$ cat src/rtl/audio_fifo_sequencer.sv
// ----------------------------------------------------------------------------
// audio_fifo_sequencer
//
// Sits between the SD byte stream (song_selection) and the frame assembler and
// owns the byte FIFO that links them.
//   * Write side: forwards SD bytes into the FIFO whenever it has room. A byte
//     that arrives while the FIFO is full is dropped and flagged.
//   * Refill control: sd_req asks for more SD data. It rises when the tracked
//     occupancy falls below LOW_WM and falls again at HIGH_WM. Between the two
//     marks it holds, so requests come in large blocks instead of chattering.
//   * Read side: pops bytes one at a time and packs SAMPLE_BYTES of them
//     little-endian. The first byte read lands in sample_out[7:0]. The packed
//     sample is offered downstream on a valid/ready handshake.
//   * Sticky status: overflow (byte dropped) and underrun (downstream wanted a
//     sample while the FIFO was empty). flag_clr clears both.
//
// Ports
//   clk_25mhz    in   system clock, rising edge
//   rst          in   asynchronous active-high reset
//   enable       in   play enable; low pauses refill requests and FIFO reads
//   flag_clr     in   one-cycle pulse, clears overflow/underrun
//   byte_in      in   SD data byte
//   byte_valid   in   byte_in valid this cycle
//   sd_req       out  request for more SD data (level-sensitive)
//   fifo_full    in   FIFO full
//   fifo_empty   in   FIFO empty
//   fifo_wr_en   out  FIFO write strobe
//   fifo_din     out  FIFO write data
//   fifo_rd_en   out  FIFO read strobe; fifo_dout is valid one cycle later
//   fifo_dout    in   FIFO read data
//   sample_out   out  packed sample, first-read byte in [7:0]
//   sample_valid out  sample_out valid
//   sample_ready in   downstream accepts sample_out
//   level        out  tracked FIFO occupancy in bytes
//   overflow     out  sticky: byte dropped because the FIFO was full
//   underrun     out  sticky: downstream starved while enabled
// ----------------------------------------------------------------------------
module audio_fifo_sequencer #(
    parameter int unsigned DEPTH        = 1024,
    parameter int unsigned LOW_WM       = 256,
    parameter int unsigned HIGH_WM      = 768,
    parameter int unsigned SAMPLE_BYTES = 2,
    parameter int unsigned LVL_W        = 11
) (
    input  logic                      clk_25mhz,
    input  logic                      rst,
    input  logic                      enable,
    input  logic                      flag_clr,
    input  logic [7:0]                byte_in,
    input  logic                      byte_valid,
    output logic                      sd_req,
    input  logic                      fifo_full,
    input  logic                      fifo_empty,
    output logic                      fifo_wr_en,
    output logic [7:0]                fifo_din,
    output logic                      fifo_rd_en,
    input  logic [7:0]                fifo_dout,
    output logic [8*SAMPLE_BYTES-1:0] sample_out,
    output logic                      sample_valid,
    input  logic                      sample_ready,
    output logic [LVL_W-1:0]          level,
    output logic                      overflow,
    output logic                      underrun
);

    // ------------------------------------------------------------------------
    // Constants
    // ------------------------------------------------------------------------
    localparam logic [1:0] StIdle    = 2'd0;
    localparam logic [1:0] StFetch   = 2'd1;
    localparam logic [1:0] StCapture = 2'd2;
    localparam logic [1:0] StPresent = 2'd3;

    localparam logic [LVL_W-1:0] LowWm    = LVL_W'(LOW_WM);
    localparam logic [LVL_W-1:0] HighWm   = LVL_W'(HIGH_WM);
    localparam logic [LVL_W-1:0] DepthLvl = LVL_W'(DEPTH);
    localparam logic [LVL_W-1:0] LvlOne   = LVL_W'(1);
    localparam logic [1:0]       LastIdx  = 2'(SAMPLE_BYTES - 1);

    // ------------------------------------------------------------------------
    // State
    // ------------------------------------------------------------------------
    logic [1:0]                state_q, state_d;
    logic [1:0]                idx_q, idx_d;
    logic [8*SAMPLE_BYTES-1:0] sample_q, sample_d;
    logic                      valid_q, valid_d;
    logic [LVL_W-1:0]          level_q, level_d;
    logic                      sd_req_q, sd_req_d;
    logic                      overflow_q, overflow_d;
    logic                      underrun_q, underrun_d;

    logic wr_fire;
    logic rd_fire;
    logic drop_evt;
    logic starve_evt;

    // ------------------------------------------------------------------------
    // Write path
    // ------------------------------------------------------------------------
    // Writes ignore enable so an SD block already in flight still lands. The
    // strobe is also held low during reset: the level counter is held at zero
    // then, and a byte the counter never saw would leave it out of step with
    // the FIFO.
    assign wr_fire    = byte_valid & ~fifo_full & ~rst;
    assign fifo_wr_en = wr_fire;
    assign fifo_din   = byte_in;
    assign drop_evt   = byte_valid & fifo_full;

    // ------------------------------------------------------------------------
    // Read strobe
    // ------------------------------------------------------------------------
    // FETCH is left on the same edge that issues the read. No new read can
    // start until CAPTURE has taken the byte, so at most one read is ever
    // outstanding. The fifo_empty term keeps the strobe off an empty FIFO.
    assign rd_fire    = (state_q == StFetch) & enable & ~fifo_empty;
    assign fifo_rd_en = rd_fire;

    // ------------------------------------------------------------------------
    // Occupancy tracking
    // ------------------------------------------------------------------------
    // The saturation guards only matter if the attached FIFO disagrees with
    // DEPTH. In that case the counter pins at its limit rather than wrapping.
    always_comb begin
        level_d = level_q;
        unique case ({wr_fire, rd_fire})
            2'b10: begin
                if (level_q != DepthLvl) begin
                    level_d = level_q + LvlOne;
                end
            end
            2'b01: begin
                if (level_q != '0) begin
                    level_d = level_q - LvlOne;
                end
            end
            default: level_d = level_q;
        endcase
    end

    // ------------------------------------------------------------------------
    // Refill request with watermark hysteresis
    // ------------------------------------------------------------------------
    always_comb begin
        sd_req_d = sd_req_q;
        if (!enable || (level_q >= HighWm)) begin
            sd_req_d = 1'b0;
        end else if (level_q < LowWm) begin
            sd_req_d = 1'b1;
        end
    end

    // ------------------------------------------------------------------------
    // Sticky flags: a set event in the same cycle as flag_clr wins
    // ------------------------------------------------------------------------
    assign starve_evt = enable & sample_ready & ~valid_q & fifo_empty;

    always_comb begin
        overflow_d = overflow_q;
        if (drop_evt) begin
            overflow_d = 1'b1;
        end else if (flag_clr) begin
            overflow_d = 1'b0;
        end

        underrun_d = underrun_q;
        if (starve_evt) begin
            underrun_d = 1'b1;
        end else if (flag_clr) begin
            underrun_d = 1'b0;
        end
    end

    // ------------------------------------------------------------------------
    // Read FSM and sample packer
    // ------------------------------------------------------------------------
    // Each byte costs two cycles: FETCH issues the read, and CAPTURE stores
    // the byte on the following cycle, when fifo_dout is valid. If enable
    // drops, the FSM parks in IDLE and keeps the partial sample and byte index
    // so packing resumes where it left off. PRESENT ignores enable: a sample
    // already offered is never withdrawn.
    always_comb begin
        state_d  = state_q;
        idx_d    = idx_q;
        sample_d = sample_q;
        valid_d  = valid_q;

        unique case (state_q)
            StIdle: begin
                if (enable && !valid_q) begin
                    state_d = StFetch;
                end
            end

            StFetch: begin
                if (!enable) begin
                    state_d = StIdle;
                end else if (!fifo_empty) begin
                    state_d = StCapture;
                end
            end

            StCapture: begin
                for (int b = 0; b < int'(SAMPLE_BYTES); b++) begin
                    if (idx_q == 2'(b)) begin
                        sample_d[8*b +: 8] = fifo_dout;
                    end
                end
                if (idx_q == LastIdx) begin
                    idx_d   = 2'd0;
                    valid_d = 1'b1;
                    state_d = StPresent;
                end else begin
                    idx_d   = idx_q + 2'd1;
                    state_d = StFetch;
                end
            end

            StPresent: begin
                if (valid_q && sample_ready) begin
                    valid_d = 1'b0;
                    state_d = StFetch;
                end
            end

            default: begin
                state_d = StIdle;
            end
        endcase
    end

    // ------------------------------------------------------------------------
    // Registers
    // ------------------------------------------------------------------------
    always_ff @(posedge clk_25mhz or posedge rst) begin
        if (rst) begin
            state_q    <= StIdle;
            idx_q      <= 2'd0;
            sample_q   <= '0;
            valid_q    <= 1'b0;
            level_q    <= '0;
            sd_req_q   <= 1'b0;
            overflow_q <= 1'b0;
            underrun_q <= 1'b0;
        end else begin
            state_q    <= state_d;
            idx_q      <= idx_d;
            sample_q   <= sample_d;
            valid_q    <= valid_d;
            level_q    <= level_d;
            sd_req_q   <= sd_req_d;
            overflow_q <= overflow_d;
            underrun_q <= underrun_d;
        end
    end

    // ------------------------------------------------------------------------
    // Outputs
    // ------------------------------------------------------------------------
    assign sd_req       = sd_req_q;
    assign sample_out   = sample_q;
    assign sample_valid = valid_q;
    assign level        = level_q;
    assign overflow     = overflow_q;
    assign underrun     = underrun_q;

endmodule

$ cat config.mk
export PLATFORM = sky130hd
export DESIGN_NAME = audio_fifo_sequencer
export DESIGN_NICKNAME = d
export VERILOG_FILES = /design/src/rtl/audio_fifo_sequencer.sv
export SDC_FILE = /design/constraint.sdc
export NUM_CORES = 1
export LEC_CHECK = 0
export ABC_AREA = 1
export ABC_CLOCK_PERIOD_IN_PS = 3300
export BUFFER_PORTS_ARGS = -buffer_cell sky130_fd_sc_hd__buf_2
export CAP_MARGIN = 25
export CORE_MARGIN = 4
export CORE_UTILIZATION = 35
export CTS_CLUSTER_DIAMETER = 50
export DETAILED_ROUTE_END_ITERATION = 6
export HOLD_SLACK_MARGIN = 0.05
export RECOVER_POWER = 50
export SYNTH_ARGS = -nofsm -noshare
export SYNTH_HDL_FRONTEND = slang
export SYNTH_SLANG_ARGS = --single-unit
$ cat constraint.sdc
create_clock -name clk_25mhz -period 3.3 [get_ports clk_25mhz]
set_input_delay 0.66 -clock clk_25mhz [delete_from_list [all_inputs] [get_ports clk_25mhz]]
set_output_delay 0.66 -clock clk_25mhz [all_outputs]
set_load 0.005 [all_outputs]
; Word-level counts from Yosys, hierarchy flattened
; Cells that the tools add are included.
[word_totals]
ff_bits = 35
input_bits = 24
[op_classes]
n_addsub = 3
eq_ne = 13
n_mux = 18
order_cmp = 2
bitwise_logic = 12
n_reduce_logical = 18
[ops]
columns = op, count
row1 = $mux 11, 2
row2 = $pmux 11 s2, 1
row3 = $mux 2, 6
row4 = $add 11x1->11 const B, 1
row5 = $ge 11x10->1 const B, 1
row6 = $lt 11x9->1 const B, 1
row7 = $ne 11x11->1 const B, 1
row8 = $reduce_bool 11->1, 1
row9 = $sub 11x1->11 const B, 1
row10 = $ne 2x2->1 const B, 5
row11 = $reduce_bool 2->1, 5
row12 = $reduce_and 3->1, 3
row13 = $and 1x1->1, 8
row14 = $pmux 2 s4, 1
row15 = $mux 1, 7
row16 = $eq 2x1->1 const B, 3
row17 = $eq 2x2->1 const B, 3
row18 = $logic_not 2->1, 2
row19 = $not 1->1, 4
row20 = $reduce_and 2->1, 2
row21 = $ne 3x3->1 const B, 1
row22 = $add 2x1->2 const B, 1
row23 = $logic_and 1x1->1, 2
row24 = $logic_not 1->1, 2
row25 = other kinds (2), 2

; Longest topological paths before layout
[logic_depth]
depth_word = 6
mapped_depth = 15
ltp_nobuf = 15

; Least setup slack after synthesis
; Ideal clock, no wire load.
[synth_timing]
kind = input -> register
start = in fifo_full
end = reg level_q[5], in the netlist level[5]
stages = 11
arrival_ns = 2.399
t_required_ns = 3.183
path_slack_ns = 0.784
path_cell_list = nor3_1 inv_1 ha_1 ha_1 nand2_1 nand3_1 nand2_1 nand2_1 or2_1 nand3_1 nand2_1
[synth_via]
elab_chain_cells = 6
[synth_lines]
columns = element, line_no
row1 = start: declaration, 52  ; input logic fifo_full,
row2 = $not 1->1 (*), 104  ; assign wr_fire = byte_valid & ~fifo_full & ~rst;
row3 = $and 1x1->1 (*) (2 in series), 104
row4 = $eq 2x1->1 / $eq 2x2->1 (equally long branches), 125  ; unique case ({wr_fire, rd_fire})
row5 = $ne 2x2->1 (no line) / $reduce_bool 2->1 (equally long branches), -
row6 = $reduce_and 3->1 (no line), -
row7 = end signal: assignment, 249  ; level_q <= level_d;
row8 = end: declaration, 87  ; logic [LVL_W-1:0] level_q, level_d;
; Every way passes the cells marked *; elsewhere a longest branch is shown, timed or not.
; A chain may end at the register's enable or synchronous reset.

; Worst setup path after layout
[layout_timing]
start = reg state_q[1]
end = reg level_q[8], in the netlist level[8]
[layout_via]
elab_chain_cells = 6
[layout_lines]
columns = element, line_no
row1 = start: declaration, 83  ; logic [1:0] state_q, state_d;
row2 = start signal: assignment, 236  ; state_q <= StIdle;
row3 = start signal: assignment, 245  ; state_q <= state_d;
row4 = $eq 2x1->1 (*), 115  ; assign rd_fire = (state_q == StFetch) & enable & ~fifo_empty;
row5 = $and 1x1->1 (*) (2 in series), 115
row6 = $eq 2x1->1 / $eq 2x2->1 (equally long branches), 125
row7 = $ne 2x2->1 (no line) / $reduce_bool 2->1 (equally long branches), -
row8 = $reduce_and 3->1 (no line), -
; Marked as above.

==> flow_metrics.env <==
export IMPL_numClockSinks=35
export IMPL_yosys_area_share_simple_pct=26.09
export IMPL_cts_root_buf="clkbuf_8"
export IMPL_path_cells="inv_1 > ha_1 > nand2_1 > nor2_1 > ha_1 > inv_1 > fa_1 > inv_1 > nand3_1 > nand3_1 > nand2_1 > nand2_1 > nand2_1 > nand3_1 > nand2_1"
export IMPL_placed_area_um2=2359
export IMPL_maxSlewViolCount=36
export IMPL_hold_buffers=0
export IMPL_ys_seq_elements=35
export IMPL_synth_cell_area_um2=2101
export IMPL_synth_top_cell_area_share_pct=41.69
export IMPL_max_slew_margin_rel_pct=-26.31
export IMPL_synth_cell_types=23
export IMPL_grt_pass1_vias=1813
export IMPL_synth_fa_ha_area_share_pct=9.887
export IMPL_drive_gt1_share_pct=17.03
export IMPL_route_vias_total=1812
export IMPL_place_congestion=0.8227
export IMPL_synth_compound_area_share_pct=8.755
export IMPL_ir_drop_mv=0.3853
export IMPL_power_density_nw_per_um2=854.4
export IMPL_period_minus_slack_ps=2623
export IMPL_cts_setup_buffers=0
export IMPL_fin_tns_setup_ps=0
export IMPL_rr_startpoint="state_q[1]"
export IMPL_finalClockSkew_ps=5.256
export IMPL_wirelength_um=4493
export IMPL_critPathTopFamily="adder cells"
export IMPL_finalHoldViolCount=0
export IMPL_viasPerCell=4.587
export IMPL_ios=65
export IMPL_fin_crit_sh_pct=79.49
export IMPL_cp_common_cell="nand2_1"
export IMPL_max_stage_delay_ps=450
export IMPL_p_leak_nw=1.418
export IMPL_io_buffers=48
export IMPL_yosysWarnings=0
export IMPL_hold_path_class="reg2reg"
export IMPL_grt_pass1_wl_um=7941
export IMPL_synth_most_common_cell="nand2_1"
export IMPL_cts_buffers=5
export IMPL_ant_nets=0
export IMPL_synthCells=277
export IMPL_arrival_ps=2810
export IMPL_cts_buffer_depth=2
export IMPL_grt_max_degree=36
export IMPL_area_growth_pct=18.40
export IMPL_startpoint_type="flip-flop"
export IMPL_synth_main_ff_cell="dfrtp_1"
export IMPL_synth_top_family_by_area="simple AND/OR/NAND/NOR gates"
export IMPL_tightest_slew_ps=1895
export IMPL_grt_util_all_layers_pct=13.41
export IMPL_die_area_um2=7306
export IMPL_firstDrtPassIters=4
export IMPL_die_y_um=85.48
export IMPL_final_area_um2=2487
export IMPL_rows=27
export IMPL_timing_rr_end="level[8]"
export IMPL_async_flop_share_pct=100.0
export IMPL_die_w_um=85.48
export IMPL_initial_utilization_pct=37.01
export IMPL_cp_end_kind="flip-flop"
export IMPL_rsz0062_at_grt="no"
export IMPL_status="complete, but fails checks"
export IMPL_synth_area_mux_share_pct=0
export IMPL_cts_resized=0
export IMPL_drv_cap=1
export IMPL_worstPathMaxFanout=11
export IMPL_cpMaxStageDelayCell="ha_1"
export IMPL_syn_nets=317
export IMPL_synth_top_area_cell="dfrtp_1"
export IMPL_nFillCells=607
export IMPL_synthXorXnorAreaFrac_pct=2.085
export IMPL_clk_pin_slew_ps=80
export IMPL_min_to="sample_out[9]"
export IMPL_r2r_cells=15
export IMPL_wl_per_cell_um=11.37
export IMPL_setup_violations_final=0
export IMPL_fin_nets=362
export IMPL_violations="capacitance limit, slew limit"
export IMPL_crit_required_ps=3490
export IMPL_antenna_found_initial=0
export IMPL_ys_top_cells_by_area="dfrtp_1 42%, nand2_1 16%, ha_1 8.9%, inv_1 7.7%, o21ai_0 6.2%"
export IMPL_critical_path_buf_inv_count=3
export IMPL_core_um2=5675
export IMPL_fmax_mhz=381.2
export IMPL_ys_seq_area_share_pct=41.69
export IMPL_regToRegSetupSlack_ps=680
export IMPL_regArea_um2=875.8
export IMPL_multi_input_area_um2=983.4
export IMPL_antennaDiodeCount=0
export IMPL_cts_tree="done"
export IMPL_drtIter0Drc=70
export IMPL_overflow=0
export IMPL_clk_latency_ps=290
export IMPL_synth_commonest_cells="88 x nand2_1, 43 x inv_1, 35 x dfrtp_1"
export IMPL_synth_edf_count=0
export IMPL_hold_depth=2
export IMPL_avgSynthCellArea_um2=7.584
export IMPL_drc=0
export IMPL_crit_type="reg2reg"
export IMPL_hpwlAfterDp_um=3459
export IMPL_htree_levels=2
export IMPL_hold_start="sample_out[9]"
## stage by stage
step	setup WS (ps)	utilization, %	cells	total power [mW]	hold slack, ps
after floorplan	783.6	-	277	1.352	476.3
after global routing	282.4	43.83	395	2.343	509.5
after CTS	649.8	43.96	395	2.170	494.5
after global placement	521.8	41.56	387	1.672	465.1
final	676.8	43.83	395	2.125	488.3
after detailed placement	465.7	41.56	387	1.683	473.9
## worst register-to-register path: cells and delay by family, from the launching register on
| kind | cells | cell delay [ps] |
|---|---|---|
| and+or+nand+nor | 9 | 760 |
| adders and majority gates | 3 | 1030 |
| buffers and inverters | 3 | 310 |
| DFF | 1 | 410 |
## final cells by class
class                   instances  area share (%)
clock inverters                 3           2.716
repair buffers                 49           9.658
multi-input cells             188           39.54
well taps                      72           3.622
inverters                      43           6.489
flip-flops and latches         35           35.21
clock buffers                   5           2.767
## worst max-delay path by stage
stage	end	slack (ps)	startpoint	cells past startpoint
after floorplan	level[5]	780	fifo_full	11
final	level[8]	680	state_q[1]	15
after global routing	level[8]	280	state_q[1]	15
after global placement	level[5]	520	fifo_full	12
after detailed placement	level[5]	470	fifo_full	12
after CTS	level[8]	650	state_q[1]	15
## metal layers
layer | track usage [%] | vias to the layer above | wire [um]
met5 | 0 | - | 0
met4 | 4.604 | 0 | 57
met3 | 4.272 | 6 | 295
met2 | 22.88 | 41 | 2160
met1 | 15.82 | 810 | 1979
li1 | - | 955 | -
## cells in the final DEF (no fill, tap or decap), drive strengths merged
cell type,instances
bufinv,2
nand3,17
a2111oi,1
nand4,3
nand2,89
inv,43
clkbuf,9
clkinvlp,1
ha,15
or2,1
a21oi,8
xor2,3
dfrtp,35
fa,1
nand3b,3
o21ai,27
nor3,1
buf,45
xnor2,2
nor2,17
## kinds of logic after synthesis
kind of cell / count (synthesis)
simple gates: 131
fa+ha+maj: 16
flops: 35
compound gates: 36
xor+xnor: 5
buf+inv: 54
## report_power, final
part | total (mW) | switching, mW | internal [mW]
clock | 0.470 | 0.168 | 0.301
combinational | 0.882 | 0.500 | 0.382
sequential | 0.773 | 0.151 | 0.622
total | 2.13 | 0.820 | 1.31
## registers in the layout, indices dropped and copies added, names as in the netlist
register      count
sample_valid      1
state_q           2
sample_out       16
underrun          1
level            11
sd_req            1
idx_q             2
overflow          1
No activity file was read; power rests on OpenSTA's default activity.
